==> src/rtl/fp_sp_pkg.sv <==
// Shared IEEE-754 single-precision constants and pipeline bundles
// for the float/fixed converters.
package fp_sp_pkg;

  localparam int lp_EXP_W  = 8;
  localparam int lp_MANT_W = 23;
  localparam int lp_BIAS   = 127;

  localparam logic [31:0] lp_SAT_POS = 32'h7FFF_FFFF;
  localparam logic [31:0] lp_SAT_NEG = 32'h8000_0000;

  typedef enum logic [1:0] {
    CLS_ZERO_SMALL,
    CLS_NORMAL,
    CLS_NEG_MIN,
    CLS_OVERFLOW
  } cls_e;

  typedef struct packed {
    logic                 valid;
    logic                 sign;
    logic                 nan;
    logic                 nz;
    cls_e                 cls;
    logic [lp_MANT_W-1:0] mant;
    logic [4:0]           amt;
  } s1_t;

  typedef struct packed {
    logic        valid;
    logic        sign;
    logic        nan;
    logic        nz;
    cls_e        cls;
    logic [31:0] mag;
    logic        sticky;
  } s2_t;

  typedef struct packed {
    logic        valid;
    logic [31:0] word;
    logic        invalid;
    logic        inexact;
  } out_t;

endpackage

==> src/rtl/srl.sv <==
// Combinational logical right shift that also reports
// whether any set bit fell off the low end.
module srl #(
  parameter int p_DATA_WIDTH = 32,
  localparam int lp_SHW = $clog2(p_DATA_WIDTH)
) (
  input  logic [p_DATA_WIDTH-1:0] i_INPUT,
  input  logic [lp_SHW-1:0]       i_SHIFT_AMOUNT,
  output logic [p_DATA_WIDTH-1:0] o_RESULT,
  output logic                    o_STICKY
);

  logic [p_DATA_WIDTH-1:0] mask_w;

  // shift and OR together the bits below the shift point
  always_comb begin
    mask_w   = ~({p_DATA_WIDTH{1'b1}} << i_SHIFT_AMOUNT);
    o_RESULT = i_INPUT >> i_SHIFT_AMOUNT;
    o_STICKY = |(i_INPUT & mask_w);
  end

endmodule

==> src/rtl/float_to_fixed_sp.sv <==
// Three-stage IEEE-754 single to int32 converter,
// truncating, saturating, with invalid/inexact flags.
module float_to_fixed_sp
  import fp_sp_pkg::*;
#(
  parameter int p_WORD_WIDTH = 31
) (
  input  logic                     i_CLK,
  input  logic                     i_RST_N,
  input  logic                     i_VALID,
  input  logic [31:0]              i_FLOAT_WORD,
  output logic                     o_VALID,
  output logic signed [p_WORD_WIDTH:0] o_FIXED_WORD,
  output logic                     o_INVALID,
  output logic                     o_INEXACT
);

  s1_t  s1_d, s1_q;
  s2_t  s2_d, s2_q;
  out_t out_d, out_q;

  logic                 sign_w;
  logic [lp_EXP_W-1:0]  exp_w;
  logic [lp_MANT_W-1:0] mant_w;
  logic signed [8:0]    e_w;
  logic                 small_w;
  logic                 norm_w;
  logic                 negmin_w;

  assign sign_w   = i_FLOAT_WORD[31];
  assign exp_w    = i_FLOAT_WORD[30:23];
  assign mant_w   = i_FLOAT_WORD[22:0];
  assign e_w      = $signed({1'b0, exp_w})
                  - $signed(9'(lp_BIAS));
  assign small_w  = e_w[8];
  assign norm_w   = !e_w[8] && (e_w <= 9'sd30);
  assign negmin_w = sign_w && (e_w == 9'sd31)
                  && (mant_w == '0);

  // stage 1: unbias exponent, classify, precompute shift
  always_comb begin
    s1_d = '0;
    if (i_VALID) begin
      s1_d.valid = 1'b1;
      s1_d.sign  = sign_w;
      s1_d.mant  = mant_w;
      s1_d.nan   = (exp_w == '1) && (mant_w != '0);
      s1_d.nz    = (exp_w != '0) || (mant_w != '0);
      s1_d.amt   = 5'd31 - e_w[4:0];
      unique case (1'b1)
        small_w:  s1_d.cls = CLS_ZERO_SMALL;
        norm_w:   s1_d.cls = CLS_NORMAL;
        negmin_w: s1_d.cls = CLS_NEG_MIN;
        default:  s1_d.cls = CLS_OVERFLOW;
      endcase
    end
  end

  logic [31:0] m_w;
  logic [31:0] shr_w;
  logic        stk_w;

  assign m_w = {1'b1, s1_q.mant, 8'b0};

  srl #(
    .p_DATA_WIDTH (32)
  ) u_srl (
    .i_INPUT        (m_w),
    .i_SHIFT_AMOUNT (s1_q.amt),
    .o_RESULT       (shr_w),
    .o_STICKY       (stk_w)
  );

  // stage 2: align magnitude, keep sticky for NORMAL only
  always_comb begin
    s2_d = '0;
    if (s1_q.valid) begin
      s2_d.valid = 1'b1;
      s2_d.sign  = s1_q.sign;
      s2_d.nan   = s1_q.nan;
      s2_d.nz    = s1_q.nz;
      s2_d.cls   = s1_q.cls;
      if (s1_q.cls == CLS_NORMAL) begin
        s2_d.mag    = shr_w;
        s2_d.sticky = stk_w;
      end
    end
  end

  // stage 3: apply sign, saturate, raise flags
  always_comb begin
    out_d = '0;
    if (s2_q.valid) begin
      out_d.valid = 1'b1;
      unique case (s2_q.cls)
        CLS_ZERO_SMALL: begin
          out_d.inexact = s2_q.nz;
        end
        CLS_NORMAL: begin
          out_d.word    = s2_q.sign
                        ? (~s2_q.mag + 32'd1)
                        : s2_q.mag;
          out_d.inexact = s2_q.sticky;
        end
        CLS_NEG_MIN: begin
          out_d.word = lp_SAT_NEG;
        end
        CLS_OVERFLOW: begin
          out_d.invalid = 1'b1;
          out_d.word    = (s2_q.sign && !s2_q.nan)
                        ? lp_SAT_NEG
                        : lp_SAT_POS;
        end
      endcase
    end
  end

  // pipeline registers; reset flushes everything in flight
  always_ff @(posedge i_CLK or negedge i_RST_N) begin
    if (!i_RST_N) begin
      s1_q  <= '0;
      s2_q  <= '0;
      out_q <= '0;
    end else begin
      s1_q  <= s1_d;
      s2_q  <= s2_d;
      out_q <= out_d;
    end
  end

  assign o_VALID      = out_q.valid;
  assign o_FIXED_WORD = out_q.word;
  assign o_INVALID    = out_q.invalid;
  assign o_INEXACT    = out_q.inexact;

endmodule

==> config.mk <==
export PLATFORM = sky130hd
export DESIGN_NAME = float_to_fixed_sp
export DESIGN_NICKNAME = d
export VERILOG_FILES = /design/src/rtl/fp_sp_pkg.sv /design/src/rtl/srl.sv /design/src/rtl/float_to_fixed_sp.sv
export SDC_FILE = /design/constraint.sdc
export NUM_CORES = 1
export LEC_CHECK = 0
export BUFFER_PORTS_ARGS = -buffer_cell sky130_fd_sc_hd__clkbuf_2
export CORE_UTILIZATION = 64
export CTS_CLUSTER_DIAMETER = 50
export CTS_CLUSTER_SIZE = 28
export DETAILED_ROUTE_END_ITERATION = 16
export PLACE_DENSITY = 0.89
export SLEW_MARGIN = 20
export SYNTH_ARGS = -nofsm -noshare
export SYNTH_HDL_FRONTEND = slang
export SYNTH_SLANG_ARGS = --single-unit
==> constraint.sdc <==
create_clock -name i_CLK -period 5.1 [get_ports i_CLK]
set_clock_uncertainty 0.2 [all_clocks]
set_input_delay 0 -clock i_CLK [delete_from_list [all_inputs] [get_ports i_CLK]]
set_output_delay 0 -clock i_CLK [all_outputs]
set_load 0.01 [all_outputs]
After elaboration in Yosys (flattened, before gate mapping)
Cells that the tools add are included.

storage, ports and cells
  bits in registers = 108
  bits in latches = 0
  bits in writable memories = 0
  bits in read-only memories = 0
  bits of input ports = 35
  output and inout port bits = 35
  logic and storage cells = 56
  memories kept = 0

cells by class
  add/subtract/negate cells = 3
  multiply operators = 0
  div/mod/pow operators = 0
  magnitude comparators = 1
  equality and inequality tests = 6
  shifts and indexed selects = 2
  multiplexer cells = 10
  bitwise operators = 3
  reduce and logical (&&, ||, !) cells = 13

operator list
  kind                                                  count
  case mux 32 bit (3 select lines)                      1
  two-way mux 32 bit                                    2
  inverter 32 bit                                       2
  two-way mux 39 bit                                    1
  two-way mux 35 bit                                    1
  two-way mux 34 bit                                    1
  two-way mux 33 bit                                    1
  adder 32 x 1 -> 32 bit (second input constant)        1
  bitwise AND 32 bit                                    1
  OR reduction 32 bit                                   1
  << shifter 32 x 5 -> 32 bit (first input constant)    1
  right shift 32 x 5 -> 32 bit                          1
  logical NOT 23 bit                                    1
  nonzero test 23 bit                                   1
  == test 9 x 6 -> 1 bit (second input constant)        1
  <= comparator 9 x 6 -> 1 bit (second input constant)  1
  subtractor 8 x 7 -> 9 bit (second input constant)     1
  == test 8 bit (second input constant)                 1
  nonzero test 8 bit                                    1
  case mux 2 bit (3 select lines)                       1
  logical AND 1 bit                                     5
  subtractor 5 bit (first input constant)               1
  == test 2 x 1 -> 1 bit (second input constant)        2
  == test 2 bit (second input constant)                 2
  5 further kinds                                       6

Longest topological paths before layout
Gate-level depths: netlist of run 1.

  depth after elaboration = 6
  gate-level depth with buffers = 9
  mapped depth without buffers = 6

Cells and area by module
From an unflattened synthesis of run 1, not the netlist that was laid out.

unflattened totals
  cells, all modules = 658
  area, all modules = 6482.5 um2

by module, submodules not included
  module             times used  cells an instance  area an instance (um2)  sequential area each (um2)
  float_to_fixed_sp  1           392                4489.3                  2702.6
  srl                1           266                1993.2                  0.0

Worst setup path before layout of run 1
OpenSTA, ideal clock, no wires.

  kind = register -> register
  start point = register s1_q[0] (netlist bit)
  end point = register s2_q[9] (netlist bit)
  library setup time = 0.138 ns
  arrival = 1.694 ns
  data required time = 4.762 ns
  slack = 3.068 ns
  stages on the path, launching flop included = 7
  path buffers = 2
  clock period less this slack = 2.032 ns
  path through = dfrtp_1 clkbuf_2 buf_2 mux4_2 mux2_2 o21ai_0 o22ai_1

RTL lines
  item                    line                      source
  start, declared         float_to_fixed_sp.sv:18   s1_t s1_d, s1_q;
  start signal, assigned  float_to_fixed_sp.sv:121  s1_q <= '0;
  start signal, assigned  float_to_fixed_sp.sv:125  s1_q <= s1_d;
  end signal, assigned    float_to_fixed_sp.sv:122  s2_q <= '0;
  end signal, assigned    float_to_fixed_sp.sv:126  s2_q <= s2_d;
  end, declared           float_to_fixed_sp.sv:19   s2_t s2_d, s2_q;

==> results of run 1 <==
==> power by group <==
| part | internal, W | total, W | switching [W] |
|---|---|---|---|
| clock | 0.000184 | 0.000488 | 0.000304 |
| combinational | 0.000169 | 0.000363 | 0.000194 |
| sequential | 0.000882 | 0.000935 | 0.0000534 |
| total | 0.00123 | 0.00179 | 0.000552 |
==> synthesized netlist by cell type (3+ instances only) <==
cell type / n / share of area
nor3_1: 10 / 0.0081
nand3_1: 9 / 0.0073
a21oi_1: 25 / 0.020
nor4_1: 10 / 0.010
nand3b_1: 4 / 0.0049
or2_2: 5 / 0.0051
o31ai_1: 8 / 0.0097
clkbuf_1: 21 / 0.013
nand2b_1: 10 / 0.010
buf_6: 4 / 0.0073
nand4_1: 3 / 0.0030
mux4_2: 22 / 0.080
buf_1: 3 / 0.0018
and2_1: 35 / 0.036
nand2_1: 54 / 0.033
xnor2_1: 8 / 0.011
xor2_1: 25 / 0.036
nor2_1: 50 / 0.030
buf_2: 10 / 0.0081
inv_1: 11 / 0.0067
o21ai_0: 49 / 0.040
a41oi_1: 3 / 0.0043
o22ai_1: 13 / 0.013
o41ai_2: 3 / 0.0079
a211oi_1: 8 / 0.0097
a31oi_1: 6 / 0.0061
ha_1: 4 / 0.0081
dfrtp_1: 108 / 0.44
mux2i_1: 24 / 0.039
o41ai_1: 8 / 0.011
mux2_2: 10 / 0.018
o211ai_1: 4 / 0.0049
==> flip-flops by register name, summed over array words and instances (netlist names) <==
signal,flops
o_FIXED_WORD,32
m_w,23
o_VALID,1
o_INEXACT,1
s1_q,11
s2_q,39
o_INVALID,1
==> area by class of cell <==
class / instances / area (sq um)
clock buffers: 9 / 124
clock inverters: 7 / 58.8
fillers: 611 / 1960
inverters: 11 / 41.3
multi-input cells: 446 / 3220
flip-flops and latches: 108 / 2710
well taps: 129 / 161
repair buffers: 136 / 1020
==> logic make-up (layout without fill, tap and decap cells) <==
kind of cell / count (synthesis) / count (layout) / share of synthesized area
buffers and inverters: 52 / 163 / 0.0400
flip-flops: 108 / 108 / 0.438
adder cells (fa/ha/maj): 4 / 4 / 0.00812
AO/OA/AOI/OAI: 148 / 148 / 0.157
multiplexers: 56 / 56 / 0.138
AND/OR/NAND/NOR: 205 / 205 / 0.172
XOR/XNOR: 33 / 33 / 0.0469
==> worst min-delay path by stage <==
| stage | start | end | cells past startpoint |
|---|---|---|---|
| after CTS | s1_q[33] | s2_q[38] | 0 |
| after global routing | s1_q[30] | s2_q[35] | 1 |
| final | s1_q[33] | s2_q[38] | 0 |
| after global placement | i_RST_N | o_FIXED_WORD[3] | 1 |
| after floorplan | i_RST_N | m_w[10] | 0 |
| after detailed placement | i_RST_N | o_FIXED_WORD[3] | 1 |
==> per-layer routing <==
metal	global-route usage	share of wire	wire length, um
met4	0.188	0.053	783
met3	0.0515	0.052	780
met1	0.380	0.40	5890
met2	0.531	0.50	7440
met5	0	0	0
==> placed cells by master (no fill, tap or decap), types with 11 or more instances in the layout <==
cell / n
a21oi_1: 25
dlygate4sd3_1: 63
xor2_1: 25
mux4_2: 22
and2_1: 35
clkbuf_2: 68
o21ai_0: 49
o22ai_1: 13
mux2i_1: 24
dfrtp_1: 106
inv_1: 11
nor2_1: 50
nand2_1: 54
==> worst max-delay path, stage by stage (launching register included) <==
cell     delay [ps]
dfrtp_2        1030
mux4_2          630
mux2_2          300
mux2i_1         250
nand2_1          90
o211a_1         160
==> metrics by stage <==
stage | worst slack [ps] | cell area [sq um] | cells
finish | 2310 | 7330 | 846
global route | 2130 | 7330 | 846
CTS | 1920 | 7330 | 846
detailed placement | 1940 | 6490 | 766
global placement | 2020 | 6490 | 766
floorplan | 3070 | 6160 | 606
==> what timing repair did <==
item	in CTS	in global routing
endpoints found under the setup margin	0	0
buffers inserted	0	0
hold buffers	64	0
endpoints found under the hold margin	70	0
==> results.yml, run 1 <==
layout:
  nets: 751
  n_antenna_cell: 0
  syn2layout_area_growth_pct: 18.9
  final_util: 0.789
  drive_gt1_frac: 0.194
worst_hold_path:
  min-delay-path-class: "reg2reg"
detailed_routing:
  ant_nets: 0
  vias: 5066
  via_per_inst: 5.99
  drc: 0
  wl_um: 14900
  first_iter_violations: 295
  dr.pass1.iters: 8
  wire_per_inst_um: 17.6
timing:
  setup-violations-final: 0
  finalCriticalPeriod_ps: 2790
  slew_headroom: 0.339
  hold_slack_ps: 254
  fin_setup_tns_ps: 0
  fmaxAchievable_mhz: 359
  rsz0062_at_grt: "false"
  drv_slew: 0
  fin_crit_sh: 0.546
  finalHoldViolCount: 0
  worst_pin_slew_ps: 992
synth:
  ys_seq_area_frac: 0.438
  syn-num-nets: 645
  synth-async-reset-ratio: 1.00
  ys_ff_latch: 108
  yosys.cell_types.count: 60
  postSynthAreaPerCell_sq_um: 10.2
  yosys_warnings: 0
  postSynthCellCount: 606
  synth_edf_count: 0
  synth_ff_type: "dfrtp_1"
  syn_area_sq_um: 6160
clock_tree:
  worst_skew_pair.late_latency_ps: 380
  cts_resized: 0
  clk_pin_slew_worst_paths_ps: 100
  clockBufferDepth: 2
  cts_root_buf: "clkbuf_8"
  cts_tree: "done"
  numCtsBuffers: 9
  clock-sinks: 108
  htreeDepth: 3
setup_path:
  cp_data_arrival_time_ps: 2860
  rr_worst_depth: 5
  cp.required_ps: 5180
  worstPathMaxFanout: 45
  crit_start: "s1_q[1]"
  cp-end-kind: "register"
  critPathCapture: "s2_q[6]"
  crit_type: "reg2reg"
  start_kind: "register"
  r2r_slack_ps: 2310
  reg2reg_to: "s2_q[6]"
  timing.rr.start: "s1_q[1]"
run:
  cap_violations: 0
place:
  dp_hpwl_um: 9380
  gp_congestion: 0.911
  portBuffers: 69
global_route:
  grt_usage: 0.314
  grt_first_pass_wirelength_um: 23900
  grt_max_degree: 73
  grt_pass1_vias: 4844
  grt_antenna_before_repair: 0
  grt_overflow: 0
die:
  die-width_um: 100
  ios: 70
  core_sq_um: 9280
  rows: 35
  start_util: 0.664
  fp.dieH_um: 100
  die_area_sq_um: 10000
status:
  status: "finished, final reports clean"
power_and_ir_drop:
  power.leakage_nw: 3.32
  powerDensity_nw_per_um2: 244
  power_w: 0.00179
  ir_drop_uv: 153
Power figures use the tool's default switching activity.
==> run 2, diff against run 1 <==
ABC_AREA = 1   (was unset)
CORE_UTILIZATION = 59   (was 64)
PLACE_DENSITY = 0.83   (was 0.89)
clock period = 2.6 ns   (was 5.1 ns; I/O delays follow)
==> run 2 against run 1 <==
Compared with the run above: combinational power grew 110%; sequential power increased by 90%; clock power is 130% higher.
==> results.yml, run 2 <==
status:
  status: "finished, final reports clean"
worst_hold_path:
  hold_start: "s2_q[38]"
  hold_path_depth: 0
  hold_path_end: "o_VALID"
  min-delay-path-class: "reg2reg"
layout:
  top_register: "s2_q"
  final_common_cell: "nand2_1"
  largest_reg_flops: 39
  syn2layout_area_growth_pct: 21.3
  stdcell_area_sq_um: 7610
  n_antenna_cell: 0
  drive_gt1_frac: 0.114
  final_cell_mix: "276 x nand2_1, 108 x dfrtp_1, 100 x inv_1"
  nets: 1068
  final.fill_count: 827
die:
  start_util: 0.607
  die-width_um: 105
  ios: 70
  core_sq_um: 10300
  rows: 37
  die_area_sq_um: 11000
  fp.dieH_um: 105
detailed_routing:
  dr.pass1.iters: 6
  first_iter_violations: 474
  vias: 6404
  wl_um: 17700
  drc: 0
  via_per_inst: 5.47
  ant_nets: 0
  wire_per_inst_um: 15.1
synth:
  synth_ff_type: "dfrtp_1"
  ys_top_cells_by_area: "dfrtp_1 43%, nand2_1 17%, nand3_1 6.6%, inv_1 6.0%, o21ai_0 5.0%"
  ys_ff_latch: 108
  ys_seq_area_frac: 0.431
  synth-async-reset-ratio: 1.00
  synth_edf_count: 0
  yosys_warnings: 0
  postSynthCellCount: 903
  ys_top_cells_by_count: "276 x nand2_1, 108 x dfrtp_1, 100 x inv_1"
  synth.most_common_cell: "nand2_1"
  yosys.cell_types.count: 38
  syn-num-nets: 942
  postSynthAreaPerCell_sq_um: 6.94
  syn_area_sq_um: 6270
  synth_top_area_share: 0.431
  synth_top_area_cell: "dfrtp_1"
global_route:
  grtUsageMet3: 0.0349
  grtUsageMet2: 0.593
  grt_max_degree: 47
  grt_antenna_before_repair: 0
  grt_first_pass_wirelength_um: 28900
  grt_usage: 0.334
  grt_pass1_vias: 5996
  grt_overflow: 0
  grt.busiest_layer: "met2"
  met1_usage: 0.406
setup_path:
  worstPathCellList: "dlygate4sd3_1 -> clkbuf_2 -> ha_1 -> nand2_1 -> inv_1 -> nand2_1 -> nand2_1 -> dlygate4sd3_1 -> nand2_1 -> inv_1 -> dlygate4sd3_1 -> nor2_1"
  timing.rr.start: "s1_q[3]"
  reg2reg_to: "s2_q[11]"
  cp-end-kind: "register"
  cp_num_buf_inv: 6
  slowest_stage: "dlygate4sd3_1"
  r2r_slack_ps: 530
  rr_worst_depth: 7
  critPathTopFamily: "buffers and inverters"
  worst_path_most_repeated_cell: "nand2_1"
  worstPathMaxFanout: 5
  cp.required_ps: 2700
  start_kind: "input pin"
  cp_data_arrival_time_ps: 2520
  crit_type: "in2reg"
  worst_path_largest_cell_delay_ps: 560
timing:
  fin_crit_sh: 0.932
  setup-violations-final: 0
  slew_headroom: 0.455
  finalCriticalPeriod_ps: 2420
  fmaxAchievable_mhz: 413
  rsz0062_at_grt: "false"
  finalHoldViolCount: 0
  fin_setup_tns_ps: 0
  drv_slew: 0
  worst_pin_slew_ps: 816
place:
  dp_hpwl_um: 12100
  portBuffers: 69
  gp_congestion: 0.997
  placed_area_sq_um: 6720
clock_tree:
  htreeDepth: 3
  worst_skew_pair.late_latency_ps: 380
  clock-sinks: 108
  clk_pin_slew_worst_paths_ps: 100
  cts_root_buf: "clkbuf_8"
  cts_tree: "done"
  clockBufferDepth: 2
  numCtsBuffers: 9
power_and_ir_drop:
  powerDensity_nw_per_um2: 482
  ir_drop_uv: 278
  power.leakage_nw: 4.15
run:
  cap_violations: 0
==> run 2: where the power goes <==
group	switching, W	leakage (nW)	internal (W)
Combinational	0.000483	2.59	0.000278
Clock	0.000584	0.100	0.000547
Sequential	0.0000474	1.46	0.00173
==> run 2: worst reg2reg max path, delay by kind of cell, from the launching register on <==
kind / cells / cell delay [ps]
and+or+nand+nor: 2 / 420
buffers and inverters: 4 / 630
AOI/OAI and AO/OA: 1 / 210
DFF: 1 / 520
==> run 2: metal layers <==
metal	part of all wire	vias up
met5	0	-
met4	0.038	0
met3	0.052	50
met2	0.51	284
met1	0.40	2925
li1	-	3145
==> run 2: timing repair <==
action / CTS / global route
hold buffers: 66 / 0
resized for setup: 0 / 0
buffers inserted: 0 / 0
hold endpoints to repair: 142 / 0
==> run 2: cell type report <==
type / instances / area [sq um] / share of cell area
Multi-Input combinational cell: 655 / 2980 / 0.392
Timing Repair Buffer: 150 / 1140 / 0.150
Tap cell: 136 / 170 / 0.0224
Clock buffer: 11 / 131 / 0.0173
Clock inverter: 5 / 83.8 / 0.0110
Sequential cell: 108 / 2700 / 0.355
Inverter: 105 / 394 / 0.0518
==> run 2: cells by family (layout without fill, tap and decap cells) <==
family                     count (synthesis)  after routing  synth area share
AOI/OAI and AO/OA                        155            155             0.129
and+or+nand+nor                          495            495             0.337
buffers and inverters                    140            271            0.0932
DFF                                      108            108             0.431
xor gates and xnor gates                   1              1           0.00140
adders and majority gates                  4              4           0.00798
==> run 2: how the worst max path moves through the flow <==
| stage | end | startpoint | cells after the start |
|---|---|---|---|
| floorplan | o_FIXED_WORD[14] | s2_q[1] | 10 |
| global placement | s2_q[11] | s1_q[0] | 11 |
| detailed placement | s2_q[11] | s1_q[0] | 11 |
| CTS | s1_q[4] | i_FLOAT_WORD[23] | 12 |
| global route | s1_q[4] | i_FLOAT_WORD[23] | 12 |
| finish | s1_q[4] | i_FLOAT_WORD[23] | 12 |
==> run 2: through the flow <==
| step | hold WS, ps | worst slack, ps | utilization | cells | power [W] |
|---|---|---|---|---|---|
| after global routing | 224 | 77.0 | 0.737 | 1170 | 0.00384 |
| after floorplan | -496 | 838 | - | 903 | 0.00225 |
| final | 223 | 177 | 0.737 | 1170 | 0.00367 |
| after global placement | -204 | 600 | 0.651 | 1088 | 0.00246 |
| after CTS | 232 | 305 | 0.737 | 1170 | 0.00365 |
| after detailed placement | -201 | 585 | 0.651 | 1088 | 0.00246 |
==> run 3, diff against run 2 <==
SETUP_SLACK_MARGIN = 0.2   (was unset)
==> run 3 against run 2 <==
Compared with the run above: hold slack better by 0.57 ps; final area hardly changed; routed wire length is 0.11% lower; sequential power hardly changed; register-to-register slack hardly changed; total power hardly changed; flip-flop and latch count stayed put.
==> results.yml, run 3 (synthesized netlist as in run 2, its figures left out) <==
setup_path:
  cp_num_buf_inv: 4
  cp.required_ps: 2700
  start_kind: "input pin"
  crit_type: "in2reg"
  slowest_stage: "dlygate4sd3_1"
  cp-end-kind: "register"
  worst_path_most_repeated_cell: "nand2_1"
  worstPathMaxFanout: 5
  worst_path_largest_cell_delay_ps: 540
  worstPathCellList: "dlygate4sd3_1 -> buf_4 -> ha_1 -> nand2_1 -> inv_2 -> nand2_1 -> nand2_1 -> dlygate4sd3_1 -> nand2_1 -> nor2_1 -> nand3_1 -> or2_0 -> a21oi_1"
  cp_data_arrival_time_ps: 2280
  critPathTopFamily: "buffers and inverters"
timing:
  setup-violations-final: 0
  drv_slew: 0
  setup_ws_ps: 420
  worst_pin_slew_ps: 820
  slew_headroom: 0.453
  finalCriticalPeriod_ps: 2180
  fin_crit_sh: 0.839
  rsz0062_at_grt: "false"
  fin_setup_tns_ps: 0
  finalHoldViolCount: 0
  fmaxAchievable_mhz: 459
  hold_slack_ps: 224
die:
  fp.dieH_um: 105
  ios: 70
  core_sq_um: 10300
  die-width_um: 105
  die_area_sq_um: 11000
  start_util: 0.607
  rows: 37
detailed_routing:
  drc: 0
  wire_per_inst_um: 15.1
  first_iter_violations: 470
  vias: 6391
  via_per_inst: 5.46
  dr.pass1.iters: 5
  wl_um: 17600
  ant_nets: 0
clock_tree:
  cts_root_buf: "clkbuf_8"
  htreeDepth: 3
  cts_tree: "done"
  clock-sinks: 108
  clk_pin_slew_worst_paths_ps: 110
  clockBufferDepth: 2
  worst_skew_pair.late_latency_ps: 380
  numCtsBuffers: 9
  post_cts_buffers: 0
status:
  status: "finished, final reports clean"
layout:
  top_register: "s2_q"
  final_util: 0.738
  final_cell_mix: "276 x nand2_1, 108 x dfrtp_1, 99 x inv_1"
  n_antenna_cell: 0
  final-instance-count-excl-fill: 1170
  syn2layout_area_growth_pct: 21.4
  nets: 1068
  drive_gt1_frac: 0.115
  final_common_cell: "nand2_1"
  largest_reg_flops: 39
place:
  portBuffers: 69
  gp_congestion: 0.997
  dp_slack_ps: 585
  dp_hpwl_um: 12100
  post-place-cells: 1088
global_route:
  grt_antenna_before_repair: 0
  grt_first_pass_wirelength_um: 28900
  grt_max_degree: 47
  grt_usage: 0.334
  grt_overflow: 0
  grt_pass1_vias: 5996
power_and_ir_drop:
  power.leakage_nw: 4.16
  powerDensity_nw_per_um2: 483
  ir_drop_uv: 283
run:
  cap_violations: 0
worst_hold_path:
  min-delay-path-class: "reg2reg"
## run 3: cell type report
type	instances	area, sq um
multi-input cells	655	2980
clock buffers	11	131
fillers	826	2710
flip-flops and latches	108	2700
inverters	105	394
well taps	136	170
repair buffers	150	1150
clock inverters	5	83.8
## run 3: final timing paths
check	start	end	slack, ps	cells past startpoint
setup / recovery	i_FLOAT_WORD[23]	s1_q[29]	420	13
hold / removal	s2_q[38]	o_VALID	220	0
setup reg to reg	s1_q[3]	s2_q[11]	520	7
hold reg to reg	s2_q[38]	o_VALID	220	0
max in group asynchronous	i_RST_N	s2_q[23]	1390	4
min in group asynchronous	i_RST_N	o_FIXED_WORD[26]	510	4
## run 3: metrics by stage
stage          instance area (sq um)  power, W
2_1_floorplan                   6270   0.00225
3_3_place_gp                    6720   0.00246
3_5_place_dp                    6720   0.00246
4_1_cts                         7610   0.00365
5_1_grt                         7610   0.00384
6_report                        7610   0.00367
## run 3: worst reg2reg max path, stage by stage (launching register included)
cell and delay [ps]:
dfrtp_1 520, buf_4 260, nor2_1 360, inv_1 260, o21ai_0 210, inv_1 60
nand2_1 60, inv_1 50
## run 3: timing repair
item | in CTS | in global routing
resized for setup | 0 | 4
setup endpoints to repair | 0 | 2
hold endpoints to repair | 142 | 0
hold buffers | 66 | 0
## run 3: report_power, final
part	internal, W	switching (W)
clock	0.000547	0.000587
sequential	0.00173	0.0000471
combinational	0.000279	0.000483
total	0.00256	0.00112
## run 3: per-layer routing
metal	wire length (um)	GRT usage	vias to the layer above	share of wire
met1	7090	0.406	2919	0.40
met5	0	0	-	0
li1	-	-	3145	-
met2	8940	0.593	275	0.51
met3	922	0.0349	52	0.052
met4	678	0.161	0	0.038
